### config.mk
export PLATFORM = sky130hd
export DESIGN_NAME = pwm_multiphase_dt
export DESIGN_NICKNAME = d
export VERILOG_FILES = /design/src/rtl/pwm_multiphase_dt.sv
export SDC_FILE = /design/constraint.sdc
export NUM_CORES = 1
export LEC_CHECK = 0
export CORE_AREA = 2 2 155 157
export DETAILED_ROUTE_END_ITERATION = 10
export DIE_AREA = 0 0 157 159
export PLACE_DENSITY = 0.86
export SYNTH_ARGS = -nofsm -noshare
export SYNTH_HDL_FRONTEND = slang
export SYNTH_SLANG_ARGS = --single-unit
### constraint.sdc
create_clock -name clk -period 23 [get_ports clk]
set_input_delay 2.3 -clock clk [delete_from_list [all_inputs] [get_ports clk]]
set_output_delay 2.3 -clock clk [all_outputs]
set_load 0.02 [all_outputs]
### src/rtl/pwm_multiphase_dt.sv
// N-channel phase-shifted PWM with complementary dead-time-protected gate drives.
// One shared period counter; config is double-buffered and swapped in at the period wrap.
module pwm_multiphase_dt #(
  parameter int N_CH      = 2,
  parameter int CNT_WIDTH = 16,
  parameter int DT_WIDTH  = 8
) (
  input  logic                      clk,
  input  logic                      rst_n,
  input  logic                      en,
  input  logic                      load,
  input  logic [CNT_WIDTH-1:0]      period,
  input  logic [N_CH*CNT_WIDTH-1:0] duty,
  input  logic [N_CH*CNT_WIDTH-1:0] phase,
  input  logic [DT_WIDTH-1:0]       dead_time,
  output logic [N_CH-1:0]           ctrl_hi,
  output logic [N_CH-1:0]           ctrl_lo,
  output logic                      cycle_start,
  output logic                      busy
);

  typedef enum logic [1:0] {ST_OFF, ST_LO, ST_HI, ST_DT} ch_state_t;

  logic [CNT_WIDTH-1:0]      period_p_reg, period_a_reg;
  logic [N_CH*CNT_WIDTH-1:0] duty_p_reg, duty_a_reg;
  logic [N_CH*CNT_WIDTH-1:0] phase_p_reg, phase_a_reg;
  logic [DT_WIDTH-1:0]       dt_p_reg, dt_a_reg;
  logic                      busy_reg;
  logic [CNT_WIDTH-1:0]      cnt_reg;
  logic                      cycle_start_reg;

  logic [CNT_WIDTH-1:0]      eff_period;
  logic                      wrap;
  logic                      apply_cfg;
  logic                      dt_zero;

  assign eff_period = (period_a_reg < CNT_WIDTH'(2)) ? CNT_WIDTH'(2) : period_a_reg;
  assign wrap       = en && (cnt_reg >= eff_period - CNT_WIDTH'(1));
  // A fresh load in the wrap cycle takes priority and waits for the following wrap.
  assign apply_cfg  = busy_reg && !load && (wrap || !en);
  assign dt_zero    = (dt_a_reg == '0);

  always_ff @(posedge clk or negedge rst_n) begin
    if (!rst_n) begin
      period_p_reg <= '0;
      duty_p_reg   <= '0;
      phase_p_reg  <= '0;
      dt_p_reg     <= '0;
      period_a_reg <= '0;
      duty_a_reg   <= '0;
      phase_a_reg  <= '0;
      dt_a_reg     <= '0;
      busy_reg     <= 1'b0;
    end else if (load) begin
      period_p_reg <= period;
      duty_p_reg   <= duty;
      phase_p_reg  <= phase;
      dt_p_reg     <= dead_time;
      busy_reg     <= 1'b1;
    end else if (apply_cfg) begin
      period_a_reg <= period_p_reg;
      duty_a_reg   <= duty_p_reg;
      phase_a_reg  <= phase_p_reg;
      dt_a_reg     <= dt_p_reg;
      busy_reg     <= 1'b0;
    end
  end

  always_ff @(posedge clk or negedge rst_n) begin
    if (!rst_n) begin
      cnt_reg         <= '0;
      cycle_start_reg <= 1'b0;
    end else begin
      cycle_start_reg <= en && (cnt_reg == '0);
      if (!en || wrap) cnt_reg <= '0;
      else             cnt_reg <= cnt_reg + CNT_WIDTH'(1);
    end
  end

  assign cycle_start = cycle_start_reg;
  assign busy        = busy_reg;

  for (genvar gi = 0; gi < N_CH; gi++) begin : g_ch
    logic [CNT_WIDTH-1:0] duty_k, phase_k, phase_eff;
    logic [CNT_WIDTH:0]   sum, loc;
    logic                 raw, dt_done;
    ch_state_t            state_reg, state_next;
    logic                 target_reg, target_next;
    logic [DT_WIDTH-1:0]  dt_cnt_reg, dt_cnt_next;
    logic                 hi_reg, lo_reg;

    assign duty_k    = duty_a_reg[gi*CNT_WIDTH +: CNT_WIDTH];
    assign phase_k   = phase_a_reg[gi*CNT_WIDTH +: CNT_WIDTH];
    assign phase_eff = (phase_k >= eff_period) ? '0 : phase_k;
    assign sum       = {1'b0, cnt_reg} + {1'b0, phase_eff};
    assign loc       = (sum >= {1'b0, eff_period}) ? sum - {1'b0, eff_period} : sum;
    assign raw       = loc < {1'b0, duty_k};
    // Written as >= so a dead time shrunk while counting still terminates.
    assign dt_done   = ({1'b0, dt_cnt_reg} + (DT_WIDTH+1)'(1)) >= {1'b0, dt_a_reg};

    always_comb begin
      state_next  = state_reg;
      target_next = target_reg;
      dt_cnt_next = dt_cnt_reg;
      if (!en) begin
        state_next = ST_OFF;
      end else begin
        case (state_reg)
          ST_OFF: begin
            target_next = raw;
            dt_cnt_next = '0;
            state_next  = dt_zero ? (raw ? ST_HI : ST_LO) : ST_DT;
          end
          ST_LO: if (raw) begin
            target_next = 1'b1;
            dt_cnt_next = '0;
            state_next  = dt_zero ? ST_HI : ST_DT;
          end
          ST_HI: if (!raw) begin
            target_next = 1'b0;
            dt_cnt_next = '0;
            state_next  = dt_zero ? ST_LO : ST_DT;
          end
          ST_DT: begin
            if (raw != target_reg) begin
              target_next = raw;
              dt_cnt_next = '0;
            end else if (dt_done) begin
              state_next = target_reg ? ST_HI : ST_LO;
            end else begin
              dt_cnt_next = dt_cnt_reg + DT_WIDTH'(1);
            end
          end
          default: state_next = ST_OFF;
        endcase
      end
    end

    always_ff @(posedge clk or negedge rst_n) begin
      if (!rst_n) begin
        state_reg  <= ST_OFF;
        target_reg <= 1'b0;
        dt_cnt_reg <= '0;
        hi_reg     <= 1'b0;
        lo_reg     <= 1'b0;
      end else begin
        state_reg  <= state_next;
        target_reg <= target_next;
        dt_cnt_reg <= dt_cnt_next;
        hi_reg     <= (state_next == ST_HI);
        lo_reg     <= (state_next == ST_LO);
      end
    end

    assign ctrl_hi[gi] = hi_reg;
    assign ctrl_lo[gi] = lo_reg;
  end

endmodule

==> results of run 1 <==
==> final cells by class <==
type	count	area share (%)
repair buffers	103	5.950
well taps	319	2.332
clock buffers	32	4.042
flip-flops and latches	220	32.16
clock inverters	14	0.9648
multi-input cells	1106	52.51
inverters	93	2.039
==> worst max-delay path: cells and delay by family (launching register included) <==
family | cells | cell delay [ns]
compound gates | 17 | 3.68
fa+ha+maj | 5 | 1.55
mux | 2 | 0.68
flops | 1 | 0.42
buf+inv | 2 | 0.20
xor+xnor | 2 | 0.34
simple gates | 18 | 4.25
==> synthesized netlist by cell type (15+ instances only) <==
master                     count
sky130_fd_sc_hd__dfrtp_1     220
sky130_fd_sc_hd__mux2_2      193
sky130_fd_sc_hd__ha_1        171
sky130_fd_sc_hd__inv_1        93
sky130_fd_sc_hd__nor2_1       91
sky130_fd_sc_hd__a21oi_1      84
sky130_fd_sc_hd__xnor2_1      65
sky130_fd_sc_hd__nand2_1      50
sky130_fd_sc_hd__a21o_1       48
sky130_fd_sc_hd__o21ai_0      46
sky130_fd_sc_hd__nand3_1      40
sky130_fd_sc_hd__and2_1       36
sky130_fd_sc_hd__nand2b_1     29
sky130_fd_sc_hd__clkbuf_1     25
sky130_fd_sc_hd__nor3_1       23
sky130_fd_sc_hd__xor2_1       20
sky130_fd_sc_hd__nand4_1      16
sky130_fd_sc_hd__nor2b_1      16
sky130_fd_sc_hd__nor4_1       15
==> cells by family (layout without fill, tap and decap cells) <==
family                     after synthesis  count (layout)  synth area share (%)
and+or+nand+nor                        358             358                 12.27
AOI/OAI and AO/OA                      291             291                 13.13
DFF                                    220             220                 36.76
muxes                                  197             197                 14.78
adders and majority gates              175             175                 14.82
buffers and inverters                  126             242                 3.275
xor gates and xnor gates                85              85                 4.970
==> layer usage <==
metal / share of wire, % / routed length [um]
met5: 0 / 0
met4: 4.0 / 1491
met3: 5.1 / 1892
met2: 47 / 17260
met1: 44 / 16190
==> per-stage QoR <==
step	setup WS, ns	hold WS [ns]	cells	area, sq um
2_1_floorplan	13.68	0.4725	1452	14980
3_3_place_gp	12.25	0.4822	1841	16260
3_5_place_dp	12.02	0.4901	1841	16260
4_1_cts	11.95	0.4982	1887	17120
5_1_grt	10.76	0.5160	1887	17120
6_report	11.79	0.4987	1887	17120
==> worst min-delay path by stage <==
stage | start | end | slack [ns]
floorplan | duty_a_reg[0]$_DFFE_PN0P_ | duty_a_reg[0]$_DFFE_PN0P_ | 0.47
global placement | duty_p_reg[11]$_DFFE_PN0P_ | duty_a_reg[11]$_DFFE_PN0P_ | 0.48
detailed placement | duty_p_reg[11]$_DFFE_PN0P_ | duty_a_reg[11]$_DFFE_PN0P_ | 0.49
CTS | phase_p_reg[4]$_DFFE_PN0P_ | phase_a_reg[4]$_DFFE_PN0P_ | 0.50
global route | period_p_reg[7]$_DFFE_PN0P_ | period_p_reg[7]$_DFFE_PN0P_ | 0.52
finish | phase_p_reg[4]$_DFFE_PN0P_ | phase_a_reg[4]$_DFFE_PN0P_ | 0.50
==> run summary, run 1 <==
STA classifies the critical path startpoint as a flip-flop. The most crowded layer after global routing is met2. The final worst clock skew is 0.02258 ns.

STA classifies the critical path endpoint as a flip-flop. The critical path in this run is classified as reg2reg. Leaving out fill and tap cells, the most frequent cell in the layout is sky130_fd_sc_hd__dfrtp_1. The critical path data arrival time came out at 11.67 ns. The synthesized netlist net count is 1,719.

The global routing met2 resource utilization is 49.56%. The later pin in the worst-skew pair is clocked with a latency of 0.53 ns. The row count came out at 56. After clock tree synthesis, the setup repair step added 0 buffers. The maximum clock rate is 0.08919 GHz.

During I/O placement, the number of pins put on the boundary was 98. The number of detailed-route iterations in the first pass came out at 6. Relative to the synthesized area, the layout overhead comes to 14.28%. The final HPWL from detailed placement came out at 27.01 mm. In the synthesized netlist the dominant register cell turns out to be sky130_fd_sc_hd__dfrtp_1. Counting flops with an async set or reset pin after synthesis yields a share of 100.0%. The synthesized design contains 220 register bits.

The number of routed nets with antenna violations came out at 0. The area taken by flip-flops and latches came out at 5505 sq um. The library cell occupying the most area in the post-synthesis netlist is sky130_fd_sc_hd__dfrtp_1. The die boundary width came out at 157 um.

Counting flops with a built-in enable in the synthesized netlist gives 0. Among the stages of the critical path, the cell type that occurs most often is sky130_fd_sc_hd__a21o_1. From bottom edge to top edge, the die measures 159 um. The number of hold-slack violations in the final timing report came to 0. The final count of pins violating max slew was 0. The post-cts resize count came out at 0. The multi-input combinational cell area is 8989 sq um. In the routed design, unresolved DRC markers number 0. In the routed layout, each cell is associated on average with a via count of 6.063. The tree is rooted in a sky130_fd_sc_hd__clkbuf_16.

The first global-routing pass estimated 60.24 mm of wire. Across the run, the number of max-cap violations was 0. The placeable core area came out at 23,190 sq um. The initial antenna violation count is 0. The number of instances in the synthesized netlist is 1,452. After detailed routing, the average wire length per cell comes to 19.52 um. Setup repair after global routing left no endpoint under its margin. The layout filler cell count came out at 1,570. Counting distinct cell types in the post-synthesis netlist gives 71. Summed over all layers, the global routing overflow is 0.

The library cells used most frequently in the layout, excluding fill and tap cells, are sky130_fd_sc_hd__dfrtp_1, sky130_fd_sc_hd__mux2_2, sky130_fd_sc_hd__ha_1, sky130_fd_sc_hd__clkdlybuf4s50_1, sky130_fd_sc_hd__inv_1. The cell count of the worst hold path is 1. The repair_antennas step left the layout with diodes totalling 0.

The number of nets in the final layout is 1,816. In this run, the number of DRC markers left after iteration 0 of detailed routing was 807. The number of buffers on the longest clock path is 3.

For the pin with the worst max-slew slack, the measured transition is 0.9123 ns. The number of H-tree levels is 1. After detailed routing, the total wire length is 36.84 mm. For this design, the slowest cell found on the critical path is sky130_fd_sc_hd__a21oi_1. A synthesized cell averages 10.32 sq um.

In this run the worst setup path begins at period_a_reg[8]$_DFFE_PN0P_. The worst hold path belongs to the class reg2reg. The pin count of the biggest net entering global routing came out at 92. The last weighted congestion value of the routability-driven placer came out at 0.9690. The count of hold-fix buffers inserted at cts is 0.

The setup slack on the worst flop-to-flop path is 11.79 ns. During synthesis, Yosys emitted a total of 0 warnings. The number of global-route vias before repair came out at 11,550. The area fraction of the dominant cell type after synthesis is 36.76%. The fraction of layout instances using a drive strength above 1 is 16.84%.

The post-route core utilization came out at 73.81%. The met3 routing resource usage after global routing is 2.803%. The startpoint identified for the worst register-to-register timing path is period_a_reg[8]$_DFFE_PN0P_.

The data required time at the worst endpoint is 23.46 ns. The sequential fraction of the synthesis area came out at 36.76%. The depth of the worst register-to-register path came out at 46. The sink count of the clock tree came out at 220. The number of buffers inserted during clock tree synthesis is 25. TritonCTS built the clock tree. The flow ran to the end, and the final reports show no timing, DRC or antenna violations.

The clock period minus worst slack is 11.21 ns. For this run, the slowest stage of the critical path takes 0.63 ns. The initial cell density of the core came out at 64.58%. The area of the die came out at 24,960 sq um. The total number of vias is 11,440. For the final routed database, the setup TNS stands at 0 ns.

The headroom to the max-slew limit came out at 39.18%. The register clock-pin slew on the reported worst setup and hold paths came out at 0.06 ns. The number of setup violations in the final report came out at 0. The global-route met1 utilization came out at 41.58%. By area the synthesized netlist is led by sky130_fd_sc_hd__dfrtp_1, sky130_fd_sc_hd__mux2_2, sky130_fd_sc_hd__ha_1. The quantity of I/O buffers inserted on ports came out at 97. Following the worst setup path forward leads to its endpoint at g_ch[0].dt_cnt_reg[0]$_DFFE_PN0P_. In this run the critical register-to-register path is captured at g_ch[0].dt_cnt_reg[0]$_DFFE_PN0P_.

Along the worst path, the maximum fanout reaches 22. For this run, the total global-route usage over all layers was measured as 30.18%. Of the available clock period, the critical path in the final layout requires 48.75%. The post-synth design cell area is 14,980 sq um.
Power of run 1 is left out: the tool's default activity adds up to more than one toggle a clock period on the data nets, which glitch-free logic cannot reach.
==> inputs of run 2 (changes only) <==
--- a/config.mk
+++ b/config.mk
@@ -5,10 +5,10 @@
 export SDC_FILE = /design/constraint.sdc
 export NUM_CORES = 1
 export LEC_CHECK = 0
-export CORE_AREA = 2 2 155 157
+export CORE_AREA = 2 2 169 171
 export DETAILED_ROUTE_END_ITERATION = 10
-export DIE_AREA = 0 0 157 159
-export PLACE_DENSITY = 0.86
+export DIE_AREA = 0 0 171 173
+export PLACE_DENSITY = 0.77
 export SYNTH_ARGS = -nofsm -noshare
 export SYNTH_HDL_FRONTEND = slang
 export SYNTH_SLANG_ARGS = --single-unit
==> constraint.sdc (replaced) <==
create_clock -name clk -period 9.2 [get_ports clk]
set_input_delay 0.92 -clock clk [delete_from_list [all_inputs] [get_ports clk]]
set_output_delay 0.92 -clock clk [all_outputs]
set_load 0.02 [all_outputs]
==> run 2 against run 1 <==
Worst hold slack worse by 0.14 ns. Die area increased by 19%. Maximum frequency is 26% higher. Critical path type unchanged. Sequential share of layout area shrank 3.2 points. Non-clock buffer count up 147. Register-to-register slack worse by 11 ns. Sequential cell count is the same. Largest cell class unchanged. Worst setup slack worse by 11 ns.
==> run summary, run 2 (synthesis results as in run 1) <==
The run finished with clean final reports. The maximum fanout along the worst path is 8 (-64%). The count of hold-fix buffers inserted at cts is 0 (unchanged).

The portion of the clock cycle consumed by the worst path in the final layout was 96.85% (+48 points). The area of the die came out at 29,580 sq um (+19%). The number of routed nets with antenna violations came out at 0 (unchanged).

The library cell used most frequently in the layout, excluding fill and tap cells, is sky130_fd_sc_hd__dfrtp_1. The headroom to the max-slew limit was 38.17% (-1.0 points). The maximum clock rate is 0.1122 GHz (+26%).

STA classifies the critical path endpoint as a flip-flop. The layout overhead on the synthesized area came out at 26.79%. The cell count after placement was 2,014 (+9.4%). The number of buffers inserted during clock tree synthesis is 25 (unchanged).

The number of nets in the final layout is 1,963 (+8.1%). The number of setup violations in the final report came out at 0 (unchanged). The root buffer cell chosen for the clock tree is sky130_fd_sc_hd__clkbuf_16. The most repeated library cell on the critical path is sky130_fd_sc_hd__a21o_1. The row count came to 61 (+8.9%). The sink count of the clock tree is 220 (unchanged). The wire length per cell after detailed routing is 19.03 um (-2.5%). TritonCTS built the clock tree. The final HPWL from detailed placement is 29.09 mm (+7.7%). The post-route cell area was 18,990 sq um (+11%). The sum of routed wire length over all layers came out at 39.81 mm (+8.1%).

The clock latency at the later pin of the worst-skew pair came out at 0.54 ns (about the same). The slowest stage of the critical path belongs to the cell sky130_fd_sc_hd__o311ai_4. The placeable core area is 27,630 sq um (+19%).

STA classifies the critical path startpoint as a flip-flop. The number of design rule violations left after detail routing is 0 (unchanged). The register clock-pin slew on the reported worst setup and hold paths came to 0.06 ns (about the same). The number of global-route vias before repair is 11,980 (+3.8%). The critical path's largest stage delay came out at 0.52 ns (-0.11 ns).

The quantity of I/O buffers inserted on ports came out at 97 (unchanged). The kind of cell adding the most delay to the critical path is compound AO/OA/AOI/OAI gates. The post-route worst hold slack was 0.3612 ns (-0.1375 ns). The global-route wire length before repair came out at 62.11 mm (+3.1%). The total number of vias came out at 12,190 (+6.6%). The data required time at the worst endpoint was 9.62 ns (-13.84 ns). The number of hold-slack violations in the final timing report is 0 (unchanged). The max-cap violation count came to 0 (unchanged). By startpoint and endpoint, the worst setup path is classified as reg2reg. The last weighted congestion value of the routability-driven placer is 0.9736 (+0.47%). The fraction of layout instances using a drive strength above 1 came out at 29.99% (+13 points). The final worst clock skew came out at 0.01507 ns (-0.007508 ns).

The initial cell density of the core is 54.21% (-10 points). The pin count of the biggest net entering global routing is 83 (-9.8%). The count of placed standard cells in the final layout, fillers left out came out at 2,092 (+11%). The number of H-tree levels is 1 (unchanged). The clock period minus worst slack is 8.910 ns (-2.302 ns). The total inserted antenna cells came out at 0 (unchanged).

The slew at the pin closest to its max-slew limit came out at 0.9274 ns (+0.01516 ns). The number of buffers on the longest clock path is 3 (unchanged). The number of top-level pins is 98 (unchanged).

The die boundary width came to 171 um (+8.9%). The number of detailed-route iterations in the first pass came out at 5 (-1). The instance area after placement came out at 17,200 sq um (+5.8%). The remaining global-route overflow is 0 (unchanged). The critical path data arrival time came out at 9.33 ns (-2.34 ns).

The class of the tightest hold or removal check is in2async. The detailed-route vias per instance came out at 5.827 (-3.9%). The initial antenna violation count was 0 (unchanged). Leaving out fill and tap cells, the most frequent cells in the layout are sky130_fd_sc_hd__dfrtp_1, sky130_fd_sc_hd__mux2_2, sky130_fd_sc_hd__ha_1, sky130_fd_sc_hd__buf_4, sky130_fd_sc_hd__clkdlybuf4s50_1. The final count of pins violating max slew came out at 0 (unchanged). The initial detailed-routing violation count is 906 (+12%).

The height of the chip came to 173 um (+8.8%). The post-route core utilization came out at 68.73% (-5.1 points). The total routing usage reported by global routing is 26.25% (-3.9 points).

The count of buffering cells on the critical path with inverters included came out at 6 (+4).
[run 2: changes by cell type in the layout (fill, tap and decap cells not counted), moves of 8 or more]
cell / previous run / this run
sky130_fd_sc_hd__a21oi_2: 0 / 20
sky130_fd_sc_hd__a21oi_1: 84 / 63
sky130_fd_sc_hd__xnor2_1: 65 / 57
sky130_fd_sc_hd__ha_1: 171 / 156
sky130_fd_sc_hd__ha_4: 0 / 13
sky130_fd_sc_hd__o21ai_1: 6 / 14
sky130_fd_sc_hd__o21ai_0: 46 / 33
sky130_fd_sc_hd__buf_6: 0 / 11
sky130_fd_sc_hd__buf_4: 7 / 143
sky130_fd_sc_hd__xnor2_2: 0 / 8
[run 2: stage by stage]
| stage | setup TNS (ns) | worst slack, ns |
|---|---|---|
| 6_report | 0 | 0.2900 |
| 5_1_grt | -2.284 | -0.1953 |
| 4_1_cts | 0 | 0.005117 |
| 3_5_place_dp | -1.817 | -0.2866 |
| 3_3_place_gp | -0.7031 | -0.1650 |
| 2_1_floorplan | 0 | 0.08672 |
[run 2: repair_timing]
action,4_1_cts,5_1_grt
setup endpoints to repair,17,26
resized for setup,12,135
hold endpoints to repair,0,0
setup buffers,9,24
pin swaps,10,92
cloned,1,0
[run 2: per-layer routing]
metal	up-vias	GRT usage, %	routed length (um)
met4	0	8.510	1574
li1	5740	-	-
met3	103	3.067	2257
met5	-	0	0
met2	373	42.05	18420
met1	5975	37.11	17550
[run 2: final timing paths]
kind                            depth (start not counted)                           endpoint  slack, ns                          from
min in group clk                                        1        phase_a_reg[22]$_DFFE_PN0P_       0.49   phase_p_reg[22]$_DFFE_PN0P_
worst max-delay path                                   43  g_ch[1].dt_cnt_reg[7]$_DFFE_PN0P_       0.29  period_a_reg[10]$_DFFE_PN0P_
worst min register to register                          1        phase_a_reg[22]$_DFFE_PN0P_       0.49   phase_p_reg[22]$_DFFE_PN0P_
max in group asynchronous                               2       period_p_reg[10]$_DFFE_PN0P_       7.45                         rst_n
worst min-delay path                                    1        phase_p_reg[12]$_DFFE_PN0P_       0.36                         rst_n
worst max register to register                         43  g_ch[1].dt_cnt_reg[7]$_DFFE_PN0P_       0.29  period_a_reg[10]$_DFFE_PN0P_
[run 2: area by class of cell]
cell class,instances,area [sq um]
flip-flops and latches,220,5505
clock inverters,13,167.7
fillers,2121,8638
clock buffers,32,681.9
multi-input cells,1106,9651
well taps,378,473.0
inverters,93,349.1
repair buffers,250,2163
Power of run 2 is left out for the same reason.
==> inputs of run 3 (changes only) <==
--- a/config.mk
+++ b/config.mk
@@ -5,6 +5,7 @@
 export SDC_FILE = /design/constraint.sdc
 export NUM_CORES = 1
 export LEC_CHECK = 0
+export CAP_MARGIN = 15
 export CORE_AREA = 2 2 169 171
 export DETAILED_ROUTE_END_ITERATION = 10
 export DIE_AREA = 0 0 171 173
==> results of run 3 <==
Final layout, timing and power as in run 2 (identical DEF).
Power of run 3 is left out for the same reason.
